$ cat src/rtl/ds_adc_pkg.sv
`default_nettype none
// +----------------------------------------------------------------------+
// | ds_adc_pkg                                                           |
// | Widths and types shared by the delta-sigma modulator and decimator.  |
// | Revision: 1.0                                                        |
// +----------------------------------------------------------------------+
package ds_adc_pkg;

  localparam int DS_DATA_W = 8;
  localparam int DS_OSR_W  = 8;

  typedef logic [DS_DATA_W-1:0] ds_code_t;
  typedef logic [DS_OSR_W-1:0]  ds_osr_t;

endpackage
`default_nettype wire

$ cat src/rtl/ds_mod_core.sv
`default_nettype none
// +----------------------------------------------------------------------+
// | ds_mod_core                                                          |
// | First-order accumulator; the adder carry is the output bit.          |
// | Revision: 1.0                                                        |
// +----------------------------------------------------------------------+
module ds_mod_core
  import ds_adc_pkg::*;
#(
  parameter int DATA_W = DS_DATA_W
) (
  input  logic              clk,
  input  logic              rst_n,
  input  logic              i_en,
  input  logic [DATA_W-1:0] i_code,
  output logic              o_bs
);

  logic [DATA_W-1:0] r_acc;
  logic              r_bs;
  logic [DATA_W:0]   w_sum;

  assign w_sum = {1'b0, r_acc} + {1'b0, i_code};

  // The residue in r_acc is never cleared between codes, so the
  // quantisation error carries over frame boundaries.
  always_ff @(posedge clk) begin
    if (!rst_n) begin
      r_acc <= '0;
      r_bs  <= 1'b0;
    end else if (i_en) begin
      r_bs  <= w_sum[DATA_W];
      r_acc <= w_sum[DATA_W-1:0];
    end
  end

  assign o_bs = r_bs;

endmodule
`default_nettype wire

$ cat src/rtl/ds_bitstream_mod.sv
`default_nettype none
// +----------------------------------------------------------------------+
// | ds_bitstream_mod                                                     |
// | Parallel code to 1-bit pulse-density stream, one code per frame.     |
// | Revision: 1.0                                                        |
// +----------------------------------------------------------------------+
module ds_bitstream_mod
  import ds_adc_pkg::*;
#(
  parameter int DATA_W = DS_DATA_W,
  parameter int OSR_W  = DS_OSR_W
) (
  input  logic              clk,
  input  logic              rst_n,
  input  logic              en_i,
  input  logic [OSR_W-1:0]  osr_i,
  input  logic [DATA_W-1:0] s_data_i,
  input  logic              s_valid_i,
  output logic              s_ready_o,
  output logic              bs_o,
  output logic              frame_o,
  output logic              underrun_o,
  output logic              underrun_sticky_o,
  input  logic              clr_i
);

  logic [DATA_W-1:0] r_hold_data;
  logic              r_hold_valid;
  logic [DATA_W-1:0] r_cur_code;
  logic [OSR_W-1:0]  r_osr_cnt;
  logic [OSR_W-1:0]  r_osr_len;
  logic              r_frame;
  logic              r_underrun;
  logic              r_sticky;

  logic w_xfer;
  logic w_frame_end;
  logic w_underrun;

  assign s_ready_o   = ~r_hold_valid;
  assign w_xfer      = s_valid_i & ~r_hold_valid;
  assign w_frame_end = en_i & (r_osr_cnt == r_osr_len);
  assign w_underrun  = w_frame_end & ~r_hold_valid;

  // A transfer needs an empty holding register and a load needs a full
  // one, so the two never collide on r_hold_valid.
  always_ff @(posedge clk) begin
    if (!rst_n) begin
      r_hold_data  <= '0;
      r_hold_valid <= 1'b0;
      r_cur_code   <= '0;
      r_osr_cnt    <= '0;
      r_osr_len    <= '0;
    end else begin
      if (w_xfer) begin
        r_hold_data  <= s_data_i;
        r_hold_valid <= 1'b1;
      end
      if (w_frame_end) begin
        r_osr_cnt <= '0;
        r_osr_len <= osr_i;
        if (r_hold_valid) begin
          r_cur_code   <= r_hold_data;
          r_hold_valid <= 1'b0;
        end
      end else if (en_i) begin
        r_osr_cnt <= r_osr_cnt + 1'b1;
      end
    end
  end

  always_ff @(posedge clk) begin
    if (!rst_n) begin
      r_frame    <= 1'b0;
      r_underrun <= 1'b0;
      r_sticky   <= 1'b0;
    end else begin
      r_frame    <= w_frame_end & r_hold_valid;
      r_underrun <= w_underrun;
      r_sticky   <= w_underrun | (r_sticky & ~clr_i);
    end
  end

  ds_mod_core #(
    .DATA_W (DATA_W)
  ) u_core (
    .clk    (clk),
    .rst_n  (rst_n),
    .i_en   (en_i),
    .i_code (r_cur_code),
    .o_bs   (bs_o)
  );

  assign frame_o           = r_frame;
  assign underrun_o        = r_underrun;
  assign underrun_sticky_o = r_sticky;

endmodule
`default_nettype wire

$ cat config.mk
export PLATFORM = sky130hd
export DESIGN_NAME = ds_bitstream_mod
export DESIGN_NICKNAME = d
export VERILOG_FILES = /design/src/rtl/ds_adc_pkg.sv /design/src/rtl/ds_mod_core.sv /design/src/rtl/ds_bitstream_mod.sv
export SDC_FILE = /design/constraint.sdc
export NUM_CORES = 1
export LEC_CHECK = 0
export ABC_AREA = 1
export CAP_MARGIN = 20
export CORE_ASPECT_RATIO = 1.2
export CORE_MARGIN = 3
export CORE_UTILIZATION = 50
export DETAILED_ROUTE_END_ITERATION = 10
export PLACE_DENSITY = 0.71
export SETUP_SLACK_MARGIN = 0.2
export SLEW_MARGIN = 20
export SYNTH_ARGS = -nofsm -noshare
export SYNTH_HDL_FRONTEND = slang
export SYNTH_SLANG_ARGS = --single-unit
$ cat constraint.sdc
create_clock -name clk -period 1.5 [get_ports clk]
set_input_delay 0.45 -clock clk [delete_from_list [all_inputs] [get_ports clk]]
set_output_delay 0.45 -clock clk [all_outputs]
set_load 0.01 [all_outputs]
==> impl_metrics.csv <==
group,metric,value,unit
cells_and_area,diodes,0,
clock_network,clockBufferDepth,2,
route,firstDrtPassIters,4,
setup_path,cpLargestDelayFamily,"adder cells",
clock_network,cts.clk_slew.worst_paths,0.09,ns
grt,grt_max_degree,32,
sta,rsz0062_at_grt,"yes",
route,ant_nets,0,
route,routed_wl,5.720,mm
hold_path,hp-class,"reg -> reg",
setup_path,cp_slowest_cell,"fa_2",
setup_path,startpoint,"u_core.r_acc[0]",
route,wl_per_cell,13.78,microns
floorplan,die_h,79.19,microns
synthesis,yosys.cell_types.count,32,
synthesis,synthCells,305,
setup_path,cp_cell_sequence,"ha_4, fa_2, nand3_2, nand2_2, nand3_2, nand2_2, nand2_1, nand3_1, nand2_1, inv_1",
sta,slew_violations,0,
cells_and_area,layoutNonFillerInstCount,415,
floorplan,dieArea,5305,sq um
flow_run,cap_violations,0,
synthesis,syn_area,2232,sq um
clock_network,htree_levels,2,
setup_path,startpoint_type,"register",
floorplan,core,4294,sq um
cells_and_area,nNetsFinal,389,
route,viasPerCell,5.224,
setup_path,cpPeakStageDelay,0.36,ns
clock_network,cts_tree,"built",
grt,grt_pass1_wl,8.114,mm
clock_network,worstSkewPairLatency,0.30,ns
clock_network,cts.sinks,45,
placed_design,dp_cells,392,
sta,hold_violations,0,
setup_path,arrival,1.68,ns
grt,antenna_found_initial,0,
pwr,power_leakage,1.475,nW
sta,slew_headroom,75.31,%
setup_path,worstPathMaxFanout,2,
grt,grt_overflow,0,
cells_and_area,area_delta_synth_final,47.03,%
route,vias,2168,
grt,grt_usage,19.97,%
sta,timing.fmax,680.6,MHz
floorplan,die_w,67.00,microns
floorplan,floorplan.initialDensity,51.98,%
setup_path,worstSetupPathType,"reg -> reg",
synthesis,ys_ff_latch,45,
placed_design,portBuffers,25,
sta,tightest_slew,0.3665,ns
setup_path,end_kind,"register",
floorplan,ioPinCount,26,
synthesis,yosysWarnings,0,
hold_path,hold_start,"r_hold_data[0]",
synthesis,syn-num-nets,336,
pwr,p_per_area,1606,nW/um^2
cells_and_area,drive_gt1_share,39.83,%
setup_path,critPathBufInv,1,
clock_network,cts_buffers,5,
floorplan,rows,26,
setup_path,worstPathRequired,1.71,ns
sta,min_period_over_period,97.96,%
route,drc,0,
setup_path,r2r_start,"u_core.r_acc[0]",
clock_network,cts_root_buffer,"clkbuf_8",
placed_design,place.gp.congestion,0.7689,
pwr,ir_drop,1.436,mV
sta,clock_skew,0.008641,ns
grt,grt_pass1_vias,1832,
clock_network,ctsHoldBuffers,0,
route,drt_iter0_drc,127,
sta,setup_tns,0,ns
synthesis,syn_avg_cell_area,7.318,sq um
outcome,status,"completed",
sta,whs,0.4660,ns
sta,period_needed,1.469,ns
sta,setup_violations,0,
placed_design,place_hpwl,3.363,mm
synthesis,synth-seq-area-share,40.36,%
## worst register-to-register path, delay by kind of cell, from the launching register on
family | cells | cell delay [ns]
buf+inv | 1 | 0.03
fa+ha+maj | 2 | 0.52
simple gates | 7 | 0.49
flops | 1 | 0.34
## final timing paths
check / end / slack [ns] / cells after the start
max: u_core.r_acc[6] / 0.03 / 10
min: r_cur_code[0] / 0.47 / 2
max reg2reg: u_core.r_acc[6] / 0.03 / 10
min reg2reg: r_cur_code[0] / 0.47 / 2
## logic make-up (layout without fill, tap and decap cells)
logic type,Yosys count,in the layout,share of synthesized area [%]
AND/OR/NAND/NOR,175,177,36.43
AO/OA/AOI/OAI,24,24,5.717
buffers and inverters,41,93,7.624
XOR/XNOR,10,10,3.924
adder cells (fa/ha/maj),10,10,5.942
flip-flops,45,45,40.36
## Yosys cell counts (all sizes together)
| cell | n | area [sq um] |
|---|---|---|
| nand2 | 61 | 236.5 |
| nor2 | 56 | 241.5 |
| dfxtp | 45 | 900.9 |
| nand3 | 45 | 252.8 |
| inv | 32 | 122.6 |
| o21ai | 14 | 70.06 |
| ha | 9 | 112.6 |
| nand4 | 9 | 56.30 |
| a21oi | 7 | 35.03 |
| xor2 | 7 | 61.31 |
| buf | 6 | 36.29 |
| clkbuf | 3 | 11.26 |
| xnor2 | 3 | 26.28 |
| nand3b | 2 | 15.01 |
| a211oi | 1 | 7.510 |
| and3 | 1 | 6.260 |
| fa | 1 | 20.02 |
| nor3 | 1 | 5.000 |
| o211ai | 1 | 7.510 |
| o21a | 1 | 7.510 |
## state kept, by name, summed over array words and instances (netlist names)
register           flops
underrun_o             1
r_hold_valid           1
underrun_sticky_o      1
r_cur_code             8
r_osr_len              8
u_core.r_acc           8
r_hold_data            8
r_osr_cnt              8
u_core.o_bs            1
frame_o                1
## cells in the final DEF (no fill, tap or decap), types with 8 or more instances in the layout
master,synthesis,layout
buf_4,1,21
dfxtp_1,45,21
nor2_1,51,39
o21ai_0,13,11
nand2_1,58,44
nand3_1,41,26
dfxtp_2,0,22
inv_1,28,23
clkdlybuf4s50_1,0,18
nor2_4,1,8
nand3_2,3,17
nand2_2,3,14
nand4_1,9,9
nor2_2,3,8
## final cells by class
class                   count  area [sq um]
clock buffers               6         82.58
inverters                  32         130.1
repair buffers             53         496.7
fillers                   312          1012
multi-input cells         221          1529
clock inverters             2         37.54
flip-flops and latches     45         935.9
well taps                  56         70.07
## per-layer routing
layer | global-route usage (%) | up-vias | part of all wire, %
li1 | - | 1100 | -
met1 | 24.51 | 1010 | 42
met2 | 34.03 | 47 | 51
met3 | 4.809 | 11 | 4.4
met4 | 6.085 | 0 | 2.0
met5 | 0 | - | 0
## power by group
part           switching [W]  total [W]  internal (W)
registers           0.000188    0.00162       0.00143
logic                0.00149    0.00269       0.00119
clock network       0.000418   0.000960      0.000542
total                0.00210    0.00527       0.00317
## what timing repair did
item / 4_1_cts / 5_1_grt
cloned: 2 / 1
gates resized for setup: 51 / 72
pin swaps: 13 / 36
setup endpoints to repair: 42 / 38
buffers inserted: 5 / 7
## metrics by stage
stage	area (sq um)	setup WS, ns	util (%)	total power (W)
floorplan	2311	0.1171	-	0.002742
global placement	2709	-0.4456	63.08	0.003180
detailed placement	2709	-0.4703	63.08	0.003215
CTS	2990	0.05437	69.64	0.004527
global route	3282	-0.03744	76.43	0.005560
finish	3282	0.03061	76.43	0.005270
No activity file was read; power rests on OpenSTA's default activity.
